<file path="src/rtl/clock_mode_ctrl_if.sv">
// ============================================================================
// Module      : clock_mode_ctrl_if
// Description : Button, halt and clock-switch control signals of clock_mode_ctrl.
// Revision    : 1.0 - initial release
// ============================================================================
`default_nettype none

interface clock_mode_ctrl_if;
    logic mode_btn;
    logic step_btn;
    logic hlt;
    logic sel;
    logic man_clk;
    logic settling;
    logic run_active;

    modport master (
        output mode_btn, step_btn, hlt,
        input  sel, man_clk, settling, run_active
    );

    modport slave (
        input  mode_btn, step_btn, hlt,
        output sel, man_clk, settling, run_active
    );
endinterface

`default_nettype wire

</file>
<file path="src/rtl/clock_mode_ctrl.sv">
// ============================================================================
// Module      : clock_mode_ctrl
// Description : Debounced manual/auto clock-source controller with single-step.
//               Optional macro CLKCTRL_HLT_AUTOSTOP_EN: hlt leaves AUTO.
// Revision    : 1.0 - initial release
// ============================================================================
`default_nettype none

module clock_mode_ctrl #(
    parameter int DEBOUNCE_CYCLES  = 16,
    parameter int SETTLE_CYCLES    = 8,
    parameter int STEP_HIGH_CYCLES = 4
) (
    input  wire logic        clk,
    input  wire logic        rst_n,
    clock_mode_ctrl_if.slave bus
);

    localparam logic [15:0] c_DB_LAST     = 16'(DEBOUNCE_CYCLES - 1);
    localparam logic [7:0]  c_SETTLE_LAST = 8'(SETTLE_CYCLES - 1);
    localparam logic [7:0]  c_STEP_LAST   = 8'(STEP_HIGH_CYCLES - 1);

    typedef enum logic [1:0] {
        MANUAL    = 2'd0,
        SETTLE_UP = 2'd1,
        AUTO      = 2'd2,
        SETTLE_DN = 2'd3
    } state_t;

    logic [1:0] w_raw;
    logic [1:0] w_evt;
    logic       w_mode_evt;
    logic       w_step_evt;

    assign w_raw      = {bus.step_btn, bus.mode_btn};
    assign w_mode_evt = w_evt[0];
    assign w_step_evt = w_evt[1];

    generate
        for (genvar g = 0; g < 2; g++) begin : g_btn
            logic        r_s1;
            logic        r_s2;
            logic        r_deb;
            logic        r_deb_d;
            logic [15:0] r_cnt;

            always_ff @(posedge clk) begin
                if (!rst_n) begin
                    r_s1    <= 1'b0;
                    r_s2    <= 1'b0;
                    r_deb   <= 1'b0;
                    r_deb_d <= 1'b0;
                    r_cnt   <= 16'd0;
                end else begin
                    r_s1    <= w_raw[g];
                    r_s2    <= r_s1;
                    r_deb_d <= r_deb;
                    // Any cycle agreeing with the accepted level restarts the count
                    if (r_s2 == r_deb) begin
                        r_cnt <= 16'd0;
                    end else if (r_cnt == c_DB_LAST) begin
                        r_deb <= r_s2;
                        r_cnt <= 16'd0;
                    end else begin
                        r_cnt <= r_cnt + 16'd1;
                    end
                end
            end

            assign w_evt[g] = r_deb & ~r_deb_d;
        end
    endgenerate

    state_t     r_state;
    state_t     w_state_nxt;
    logic [7:0] r_set_cnt;
    logic [7:0] r_step_cnt;
    logic       r_sel;
    logic       r_man_clk;
    logic       r_settling;
    logic       r_run_active;
    logic       w_auto_stop;
    logic       w_step_start;

`ifdef CLKCTRL_HLT_AUTOSTOP_EN
    assign w_auto_stop = w_mode_evt | bus.hlt;
`else
    assign w_auto_stop = w_mode_evt;
`endif

    always_comb begin
        w_state_nxt  = r_state;
        w_step_start = 1'b0;
        case (r_state)
            MANUAL: begin
                if (w_mode_evt && !bus.hlt && !r_man_clk) begin
                    w_state_nxt = SETTLE_UP;
                end else if (w_step_evt && !r_man_clk) begin
                    w_step_start = 1'b1;
                end
            end
            SETTLE_UP: begin
                if (r_set_cnt == c_SETTLE_LAST) w_state_nxt = AUTO;
            end
            AUTO: begin
                if (w_auto_stop) w_state_nxt = SETTLE_DN;
            end
            SETTLE_DN: begin
                if (r_set_cnt == c_SETTLE_LAST) w_state_nxt = MANUAL;
            end
            default: w_state_nxt = MANUAL;
        endcase
    end

    // Outputs are registered from the next state so they change on the transition edge
    always_ff @(posedge clk) begin
        if (!rst_n) begin
            r_state      <= MANUAL;
            r_set_cnt    <= 8'd0;
            r_sel        <= 1'b0;
            r_settling   <= 1'b0;
            r_run_active <= 1'b0;
        end else begin
            r_state      <= w_state_nxt;
            r_set_cnt    <= (w_state_nxt != r_state) ? 8'd0 : r_set_cnt + 8'd1;
            r_sel        <= (w_state_nxt == SETTLE_UP) || (w_state_nxt == AUTO);
            r_settling   <= (w_state_nxt == SETTLE_UP) || (w_state_nxt == SETTLE_DN);
            r_run_active <= (w_state_nxt == AUTO);
        end
    end

    always_ff @(posedge clk) begin
        if (!rst_n) begin
            r_man_clk  <= 1'b0;
            r_step_cnt <= 8'd0;
        end else if (w_step_start) begin
            r_man_clk  <= 1'b1;
            r_step_cnt <= 8'd0;
        end else if (r_man_clk) begin
            if (r_step_cnt == c_STEP_LAST) begin
                r_man_clk <= 1'b0;
            end
            r_step_cnt <= r_step_cnt + 8'd1;
        end
    end

    assign bus.sel        = r_sel;
    assign bus.man_clk    = r_man_clk;
    assign bus.settling   = r_settling;
    assign bus.run_active = r_run_active;

endmodule

`default_nettype wire

</file>
<file path="src/flat_wrapper.sv">
// flat-port wrapper written by rule: the top's interface ports become plain ports
module clock_mode_ctrl_flat 
#(
    parameter int DEBOUNCE_CYCLES  = 16,
    parameter int SETTLE_CYCLES    = 8,
    parameter int STEP_HIGH_CYCLES = 4
)
  (clk, rst_n, bus_mode_btn, bus_step_btn, bus_hlt, bus_sel, bus_man_clk, bus_settling, bus_run_active);
  clock_mode_ctrl_if bus_i ();
  input  wire logic clk;
  input  wire logic rst_n;
  input wire logic [$bits(bus_i.mode_btn)-1:0] bus_mode_btn;
  input wire logic [$bits(bus_i.step_btn)-1:0] bus_step_btn;
  input wire logic [$bits(bus_i.hlt)-1:0] bus_hlt;
  output wire logic [$bits(bus_i.sel)-1:0] bus_sel;
  output wire logic [$bits(bus_i.man_clk)-1:0] bus_man_clk;
  output wire logic [$bits(bus_i.settling)-1:0] bus_settling;
  output wire logic [$bits(bus_i.run_active)-1:0] bus_run_active;
  assign bus_i.mode_btn = bus_mode_btn;
  assign bus_i.step_btn = bus_step_btn;
  assign bus_i.hlt = bus_hlt;
  assign bus_sel = bus_i.sel;
  assign bus_man_clk = bus_i.man_clk;
  assign bus_settling = bus_i.settling;
  assign bus_run_active = bus_i.run_active;
  clock_mode_ctrl #(.DEBOUNCE_CYCLES(DEBOUNCE_CYCLES), .SETTLE_CYCLES(SETTLE_CYCLES), .STEP_HIGH_CYCLES(STEP_HIGH_CYCLES)) u_core (.clk(clk), .rst_n(rst_n), .bus(bus_i));
endmodule
</file>
<file path="config.mk">
export PLATFORM = sky130hd
export DESIGN_NAME = clock_mode_ctrl_flat
export DESIGN_NICKNAME = d
export VERILOG_FILES = /design/src/rtl/clock_mode_ctrl_if.sv /design/src/rtl/clock_mode_ctrl.sv /design/src/flat_wrapper.sv
export SDC_FILE = /design/constraint.sdc
export NUM_CORES = 1
export LEC_CHECK = 0
export CAP_MARGIN = 40
export CORE_MARGIN = 10
export CORE_UTILIZATION = 55
export DETAILED_ROUTE_END_ITERATION = 7
export PLACE_DENSITY = 0.77
export SYNTH_ARGS = -nofsm -noshare
export SYNTH_HDL_FRONTEND = slang
export SYNTH_SLANG_ARGS = --single-unit
</file>
<file path="constraint.sdc">
create_clock -name clk -period 3.35 [get_ports clk]
set_input_delay 0.67 -clock clk [delete_from_list [all_inputs] [get_ports clk]]
set_output_delay 0.67 -clock clk [all_outputs]
set_load 0.01 [all_outputs]
</file>
; Yosys cells after proc, flatten, opt, wreduce, memory -nomap -nowiden
; Cells that the tools add are included.
[word_totals]
register_bits = 62
in_bits = 5
elab_cells = 66
[op_classes]
addsub = 4
n_eq_ne = 13
n_mux = 11
bitwise_logic = 7
reduce_logical = 14
[op_table]
columns = operator, n
row1 = 16-bit by 1-bit adder with 16-bit output (second input constant), 2
row2 = 16-bit by 4-bit == test with 1-bit output (second input constant), 2
row3 = 8-bit by 1-bit adder with 8-bit output (second input constant), 2
row4 = 2-bit == test (second input constant), 4
row5 = 8-bit by 2-bit == test with 1-bit output (second input constant), 1
row6 = 8-bit by 3-bit == test with 1-bit output (second input constant), 1
row7 = 2-bit two-way mux, 4
row8 = 2-bit one-hot mux with 4 select lines, 1
row9 = 1-bit two-way mux, 6
row10 = 3-bit OR reduction, 2
row11 = 1-bit NOT, 5
row12 = 2-bit by 1-bit == test with 1-bit output (second input constant), 2
row13 = 2-bit AND reduction, 2
row14 = 2-bit OR reduction, 2
row15 = 1-bit logical AND, 3
row16 = 1-bit bitwise AND, 2
row17 = 1-bit == test, 2
row18 = 1-bit logical NOT, 2
row19 = 2-bit logical NOT, 1
row20 = 1-bit logical OR, 2
row21 = 2-bit != test, 1

; Logic depth before layout (Yosys ltp)
; Gate-level depths: netlist of the first run.
[logic_depth]
ltp_word = 8
ltp_mapped = 6
mapped_depth_nobuf = 5

; Worst setup path after synthesis of the first run
; No wires, ideal clock.
[synth_timing]
kind = register -> register
start = register u_core.r_man_clk, in the netlist u_core.bus.man_clk
end = register u_core.r_step_cnt[0]
t_arrival_ns = 1.661
required_time_ns = 3.229
setup_slack_ns = 1.568
path_stages_with_launch = 6
path_buffers = 1
period_less_slack_ns = 1.782
path_cell_list = dfxtp_1 -> buf_2 -> or4b_2 -> a211o_1 -> nand2_1 -> nor2_1
[synth_via]
elab_chain_cells = 6
word_cells_on_any_way = 7
[synth_rtl]
columns = element, line
row1 = start: declaration, clock_mode_ctrl.sv:79  ; logic r_man_clk;
row2 = start signal: assignment, clock_mode_ctrl.sv:134  ; r_man_clk <= 1'b0;
row3 = start signal: assignment, clock_mode_ctrl.sv:137  ; r_man_clk <= 1'b1;
row4 = start signal: assignment, clock_mode_ctrl.sv:141  ; r_man_clk <= 1'b0;
row5 = 1-bit logical NOT, "clock_mode_ctrl.sv:96, clock_mode_ctrl.sv:98"
row6 = 1-bit logical AND, clock_mode_ctrl.sv:98  ; end else if (w_step_evt && !r_man_clk) begin
row7 = 1-bit two-way mux, clock_mode_ctrl.sv:98
row8 = 1-bit two-way mux, clock_mode_ctrl.sv:96  ; if (w_mode_evt && !bus.hlt && !r_man_clk) begin
row9 = 1-bit two-way mux, clock_mode_ctrl.sv:94  ; case (r_state)
row10 = 2-bit OR reduction (no source line), n/a
row11 = end signal: assignment, clock_mode_ctrl.sv:143  ; r_step_cnt <= r_step_cnt + 8'd1;
row12 = end: declaration, clock_mode_ctrl.sv:77  ; logic [7:0] r_step_cnt;
; Several ways; a longest one is shown, not always the timed one.
; A chain may end at the register's enable or synchronous reset.

; Worst setup path in the final report of the first run
[layout_timing]
start = register u_core.r_man_clk, in the netlist u_core.bus.man_clk
end = output bus_man_clk
[layout_lines]
columns = element, line
row1 = end: declaration, flat_wrapper.sv:16  ; output wire logic [$bits(bus_i.man_clk)-1:0] bus_man_clk;
; No word-level cell between the ends.

==> results.cfg, run 1 <==
[sta]
rsz0062_at_grt = no
setup_tns_ns = 0
max_slew_margin = 0.5797
setup_viol = 0
clock_skew_ns = 0.006602
worstMarginPinSlew_ns = 0.6276
max_freq_ghz = 0.4660
finalWorstSetupSlack_ns = 1.204
finalHoldViolCount = 0
finalCriticalPeriod_ns = 2.146
slew_viol_final = 0
timing.final.crit_share = 0.6406
hold-worst-slack_ns = 0.4318

[logic_synthesis]
synth_flop_cell = dfxtp_1
syn-instance-count = 275
mappedNetlistNets = 285
async_flop_share = 0
synth_edf_count = 0
syn_area_per_cell_um2 = 9.141
yosysWarningCount = 0
synthesis.area_um2 = 2514
synth-seq-area-share = 0.4858
yosys.area.top_type_share = 0.4858
ys_seq_elements = 61
synth_cell_types = 31
yosys-top-cells-area = dfxtp_1 49%, xnor2_1 11%, nor2_1 9.0%
synth_common_cells = 61 x dfxtp_1, 60 x nor2_1, 31 x xnor2_1
yosysMostFrequentCell = dfxtp_1
synth_top_cell_by_area = dfxtp_1

[final_layout]
syn_to_final_growth_pct = 12.49
diodes = 0
drive_gt1_frac = 0.07119
layout.nets = 300
instances_no_fill = 347
fillerInstances = 369

[outcome]
status = completed

[hold_path]
hold_end = u_core.g_btn[0].r_s2
hold_path_class = flip-flop to flip-flop
hold_depth = 1
worstHoldStart = u_core.g_btn[0].r_s1

[clocking]
cts_buffers = 9
holdBufCountCts = 0
clockRootBuffer = clkbuf_8
cts_tree = built
insertion_delay_ns = 0.34
cts_resized = 0
cts_max_path_buffers = 2
clk_pin_slew_worst_paths_ns = 0.06
post_cts_buffers = 0
clock-sinks = 61
htreeDepth = 3

[setup_path]
r2r_slack_ns = 1.46
critPathLaunchType = flip-flop
critPathKind = flip-flop to output pin
cp_slowest_stage_delay_ns = 0.61
crit_path_cell_trace = clkdlybuf4s50_1
crit_buf_inv = 1
end_kind = output pin
crit_required_ns = 2.68
path_delay_family = buffers and inverters
crit_fanout = 10
crit_path_top_delay_cell = clkdlybuf4s50_1
r2r-end = u_core.g_btn[0].r_cnt[14]
crit_arrival_ns = 1.48
r2r_start = u_core.g_btn[0].r_cnt[0]
ff2ff_path_depth = 5

[die]
row_count = 24
core_um2 = 4384
die_w_um = 87.61
start_util = 0.5733
dieArea_um2 = 7675
dieHeight_um = 87.61
ios = 9

[global_route]
first_global_vias = 1818
antenna_found_initial = 0
track_usage = 0.1275
grt_pass1_wl_mm = 7.741
gr-total-overflow = 0
grt_max_degree = 17

[routing]
viasPerCell = 5.251
num_vias = 1822
wire_per_inst_um = 11.97
ant_nets = 0
drc = 0
drt_first_pass_iters = 4
drt_wl_total_mm = 4.154
first_iter_violations = 61

[placed_design]
place_ws_ns = 1.015
routabilityCongestion = 0.7908
place_inst = 331
hpwl_mm = 2.806
portBuffers = 8

[pwr]
power_density_nw_per_um2 = 488.2
ir_drop_v = 0.0003979
leakage_nw = 0.9626

[job]
drv_cap = 0
-- how the worst max path moves through the flow --
stage / start / end / slack (ns) / cells after the start
2_1_floorplan: u_core.bus.man_clk / u_core.r_step_cnt[0] / 1.57 / 5
3_3_place_gp: rst_n / u_core.g_btn[0].r_cnt[6] / 1.10 / 3
3_5_place_dp: rst_n / u_core.g_btn[0].r_cnt[8] / 1.01 / 3
4_1_cts: u_core.bus.man_clk / bus_man_clk / 1.18 / 1
5_1_grt: u_core.bus.man_clk / bus_man_clk / 1.11 / 1
6_report: u_core.bus.man_clk / bus_man_clk / 1.20 / 1
-- logic make-up after synthesis --
family,after synthesis,share of synthesized area
xor gates and xnor gates,43,0.1498
muxes,3,0.01195
buffers and inverters,16,0.02887
DFF,61,0.4858
AOI/OAI and AO/OA,9,0.02439
adders and majority gates,5,0.02489
and+or+nand+nor,138,0.2743
-- sequential cells by signal, summed over array words and instances, names as in the netlist, 2 cells and up --
register and flops:
u_core.r_set_cnt 8, u_core.g_btn.r_deb_d 2, u_core.g_btn.r_s2 2, u_core.g_btn.r_cnt 32, u_core.g_btn.r_deb 2, u_core.g_btn.r_s1 2
u_core.r_step_cnt 8
-- power breakdown --
| group | internal, mW | switching [mW] | leakage (nW) |
|---|---|---|---|
| registers | 0.731 | 0.00378 | 0.493 |
| logic | 0.0101 | 0.0143 | 0.368 |
| clock network | 0.346 | 0.275 | 0.101 |
-- layout by cell type (no fill, tap or decap), drive strengths merged, types with 2 or more instances in the layout --
cell | netlist | final
dfxtp | 61 | 61
nor2 | 60 | 60
xnor2 | 31 | 31
nand3 | 15 | 15
clkbuf | 2 | 13
nor4 | 12 | 12
xor2 | 12 | 12
inv | 12 | 12
nand4 | 11 | 11
nand2 | 11 | 11
nor3 | 9 | 9
and2 | 8 | 8
clkdlybuf4s50 | 0 | 8
ha | 5 | 5
or4 | 4 | 4
mux2i | 3 | 3
and3 | 3 | 3
o21ai | 2 | 2
a21oi | 2 | 2
or4b | 2 | 2
clkinv | 0 | 2
-- layout make-up --
cell class	count	area, um^2	share of cell area
Tap cell	52	65.06	0.02301
Timing Repair Buffer	8	80.08	0.02832
Inverter	12	45.04	0.01593
Clock inverter	3	17.52	0.006195
Sequential cell	61	1221	0.4319
Multi-Input combinational cell	198	1220	0.4314
Clock buffer	13	178.9	0.06327
-- layer usage --
layer  GRT usage  wire (um)
met3     0.07057        208
met5           0          0
met1      0.1434       2017
met4     0.05217         76
met2      0.1964       1852
-- through the flow --
stage	power [mW]	utilization	area [um^2]
floorplan	0.7669	-	2514
global placement	0.7754	0.6002	2631
finish	1.380	0.6450	2828
global route	1.437	0.6450	2828
detailed placement	0.7763	0.6002	2631
CTS	1.400	0.6450	2828
Note: power is estimated with default switching activity, not from simulation.
==> run 2: changes to the inputs <==
clock period = 2.11 ns   (was 3.35 ns; I/O delays follow)
==> run 2 against run 1 <==
  * Register-to-register slack worse by 1.2 ns
  * Core utilization is 1.8 points higher
  * Cell area is 2.7% higher
  * Critical path type is now flip-flop to flip-flop
  * Setup slack worse by 0.95 ns
  * Critical path depth is 3 higher
  * Non-clock buffer count is 4 higher
  * Routed wire length is 11% higher
  * Global-route usage is 0.78 points higher
  * Sequential share of layout area is 1.2 points lower
  * Largest cell class unchanged
==> results.cfg, run 2 (synthesized netlist as in run 1, its figures left out) <==
[outcome]
status = completed

[routing]
num_vias = 1887
wire_per_inst_um = 13.11
viasPerCell = 5.376
ant_nets = 0
first_iter_violations = 74
drt_first_pass_iters = 4
drc = 0
drt_wl_total_mm = 4.603

[pwr]
leakage_nw = 1.006
ir_drop_v = 0.0004939
total_power_mw = 2.465
power_density_nw_per_um2 = 848.5

[global_route]
grt_pass1_wl_mm = 8.300
antenna_found_initial = 0
first_global_vias = 1892
gr-total-overflow = 0
track_usage = 0.1353
grt_max_degree = 17

[clocking]
htreeDepth = 3
holdBufCountCts = 0
clk_pin_slew_worst_paths_ns = 0.07
cts_max_path_buffers = 2
cts_resized = 0
cts_tree = built
insertion_delay_ns = 0.34
post_cts_buffers = 0
cts_buffers = 9
clock-sinks = 61
clockRootBuffer = clkbuf_8

[placed_design]
routabilityCongestion = 0.8325
hpwl_mm = 3.002
place_ws_ns = 0.2780
portBuffers = 8

[final_layout]
syn_to_final_growth_pct = 15.58
regMostFlops = u_core.g_btn.r_cnt
final_common_cell = dfxtp_1
largest_register_ffs = 32
drive_gt1_frac = 0.08361
layout.nets = 304
diodes = 0
reg_top3 = u_core.g_btn.r_cnt x32, u_core.r_set_cnt x8, u_core.r_step_cnt x8
layout_common_cells = 61 x dfxtp_1, 60 x nor2_1, 31 x xnor2_1

[sta]
finalHoldViolCount = 0
setup_viol = 0
finalCriticalPeriod_ns = 1.853
finalWorstSetupSlack_ns = 0.2570
rsz0062_at_grt = no
timing.final.crit_share = 0.8782
max_freq_ghz = 0.5397
worstMarginPinSlew_ns = 0.5926
max_slew_margin = 0.6032
clock_skew_ns = 0.005628
setup_tns_ns = 0
slew_viol_final = 0
hold-worst-slack_ns = 0.4411

[setup_path]
crit_path_top_delay_cell = or4_4
critPathKind = flip-flop to flip-flop
critPathLaunchType = flip-flop
cp_slowest_stage_delay_ns = 0.58
cp.depth = 4
crit_buf_inv = 0
end_kind = flip-flop
ff2ff_path_depth = 4
crit_required_ns = 2.34
crit_path_cell_trace = or4_1 -> or4_4 -> nand3_4 -> nor2_1
crit_fanout = 15
r2r_start = u_core.g_btn[1].r_cnt[11]
crit_start = u_core.g_btn[1].r_cnt[11]
crit_arrival_ns = 2.08
path_delay_family = simple AND/OR/NAND/NOR gates

[hold_path]
hold_depth = 1
hold_path_class = flip-flop to flip-flop
worstHoldStart = u_core.g_btn[1].r_s1

[job]
drv_cap = 0

[die]
die_w_um = 87.61
dieHeight_um = 87.61
ios = 9
row_count = 24
dieArea_um2 = 7675
start_util = 0.5733
core_um2 = 4384
==> run 2: changes by cell type in the layout (fill, tap and decap cells not counted), sizes merged <==
| cell | delta |
|---|---|
| buf | +4 |
| bufinv | +2 |
| clkinvlp | -1 |
| clkinv | -1 |
==> run 2: cell type report <==
class                      instances  area [um^2]
sequential                        61         1221
tap                               52        65.06
inverter                          12        45.04
timing repair buffer              12        110.1
multi-input combinational        198         1220
clock inverter                     3        65.06
fill                             345         1479
clock buffer                      13        178.9
==> run 2: power by group <==
group | internal (mW) | switching (mW) | total (mW)
sequential | 1.16 | 0.00675 | 1.17
clock | 0.793 | 0.463 | 1.26
combinational | 0.0180 | 0.0237 | 0.0418
total | 1.97 | 0.494 | 2.47
==> run 2: worst register-to-register path, delay by kind of cell, from the launching register on <==
kind	cells	cell delay (ns)
and+or+nand+nor	4	1.38
DFF	1	0.36
==> run 2: final timing paths <==
path	end	slack, ns
worst max-delay path	u_core.g_btn[1].r_cnt[10]	0.26
worst min-delay path	u_core.g_btn[1].r_s2	0.44
worst max register to register	u_core.g_btn[1].r_cnt[10]	0.26
worst min register to register	u_core.g_btn[1].r_s2	0.44
==> run 2: stage by stage <==
stage	cells	area, um^2	utilization
2_1_floorplan	275	2514	-
3_3_place_gp	335	2661	0.6070
3_5_place_dp	335	2661	0.6070
4_1_cts	351	2905	0.6627
5_1_grt	351	2905	0.6627
6_report	351	2905	0.6627
==> run 2: routing by layer <==
metal / up-vias / part of all wire / track usage / wire [um]
met5: - / 0 / 0 / 0
met4: 0 / 0.020 / 0.08696 / 94
met3: 11 / 0.041 / 0.03621 / 191
met2: 28 / 0.47 / 0.2183 / 2141
met1: 879 / 0.47 / 0.1548 / 2177
li1: 969 / - / - / -
==> run 3: changes to the inputs <==
TNS_END_PERCENT = 50   (was not set)
==> results of run 3 <==
The final DEF is identical to that of run 2; final timing and power are the same.
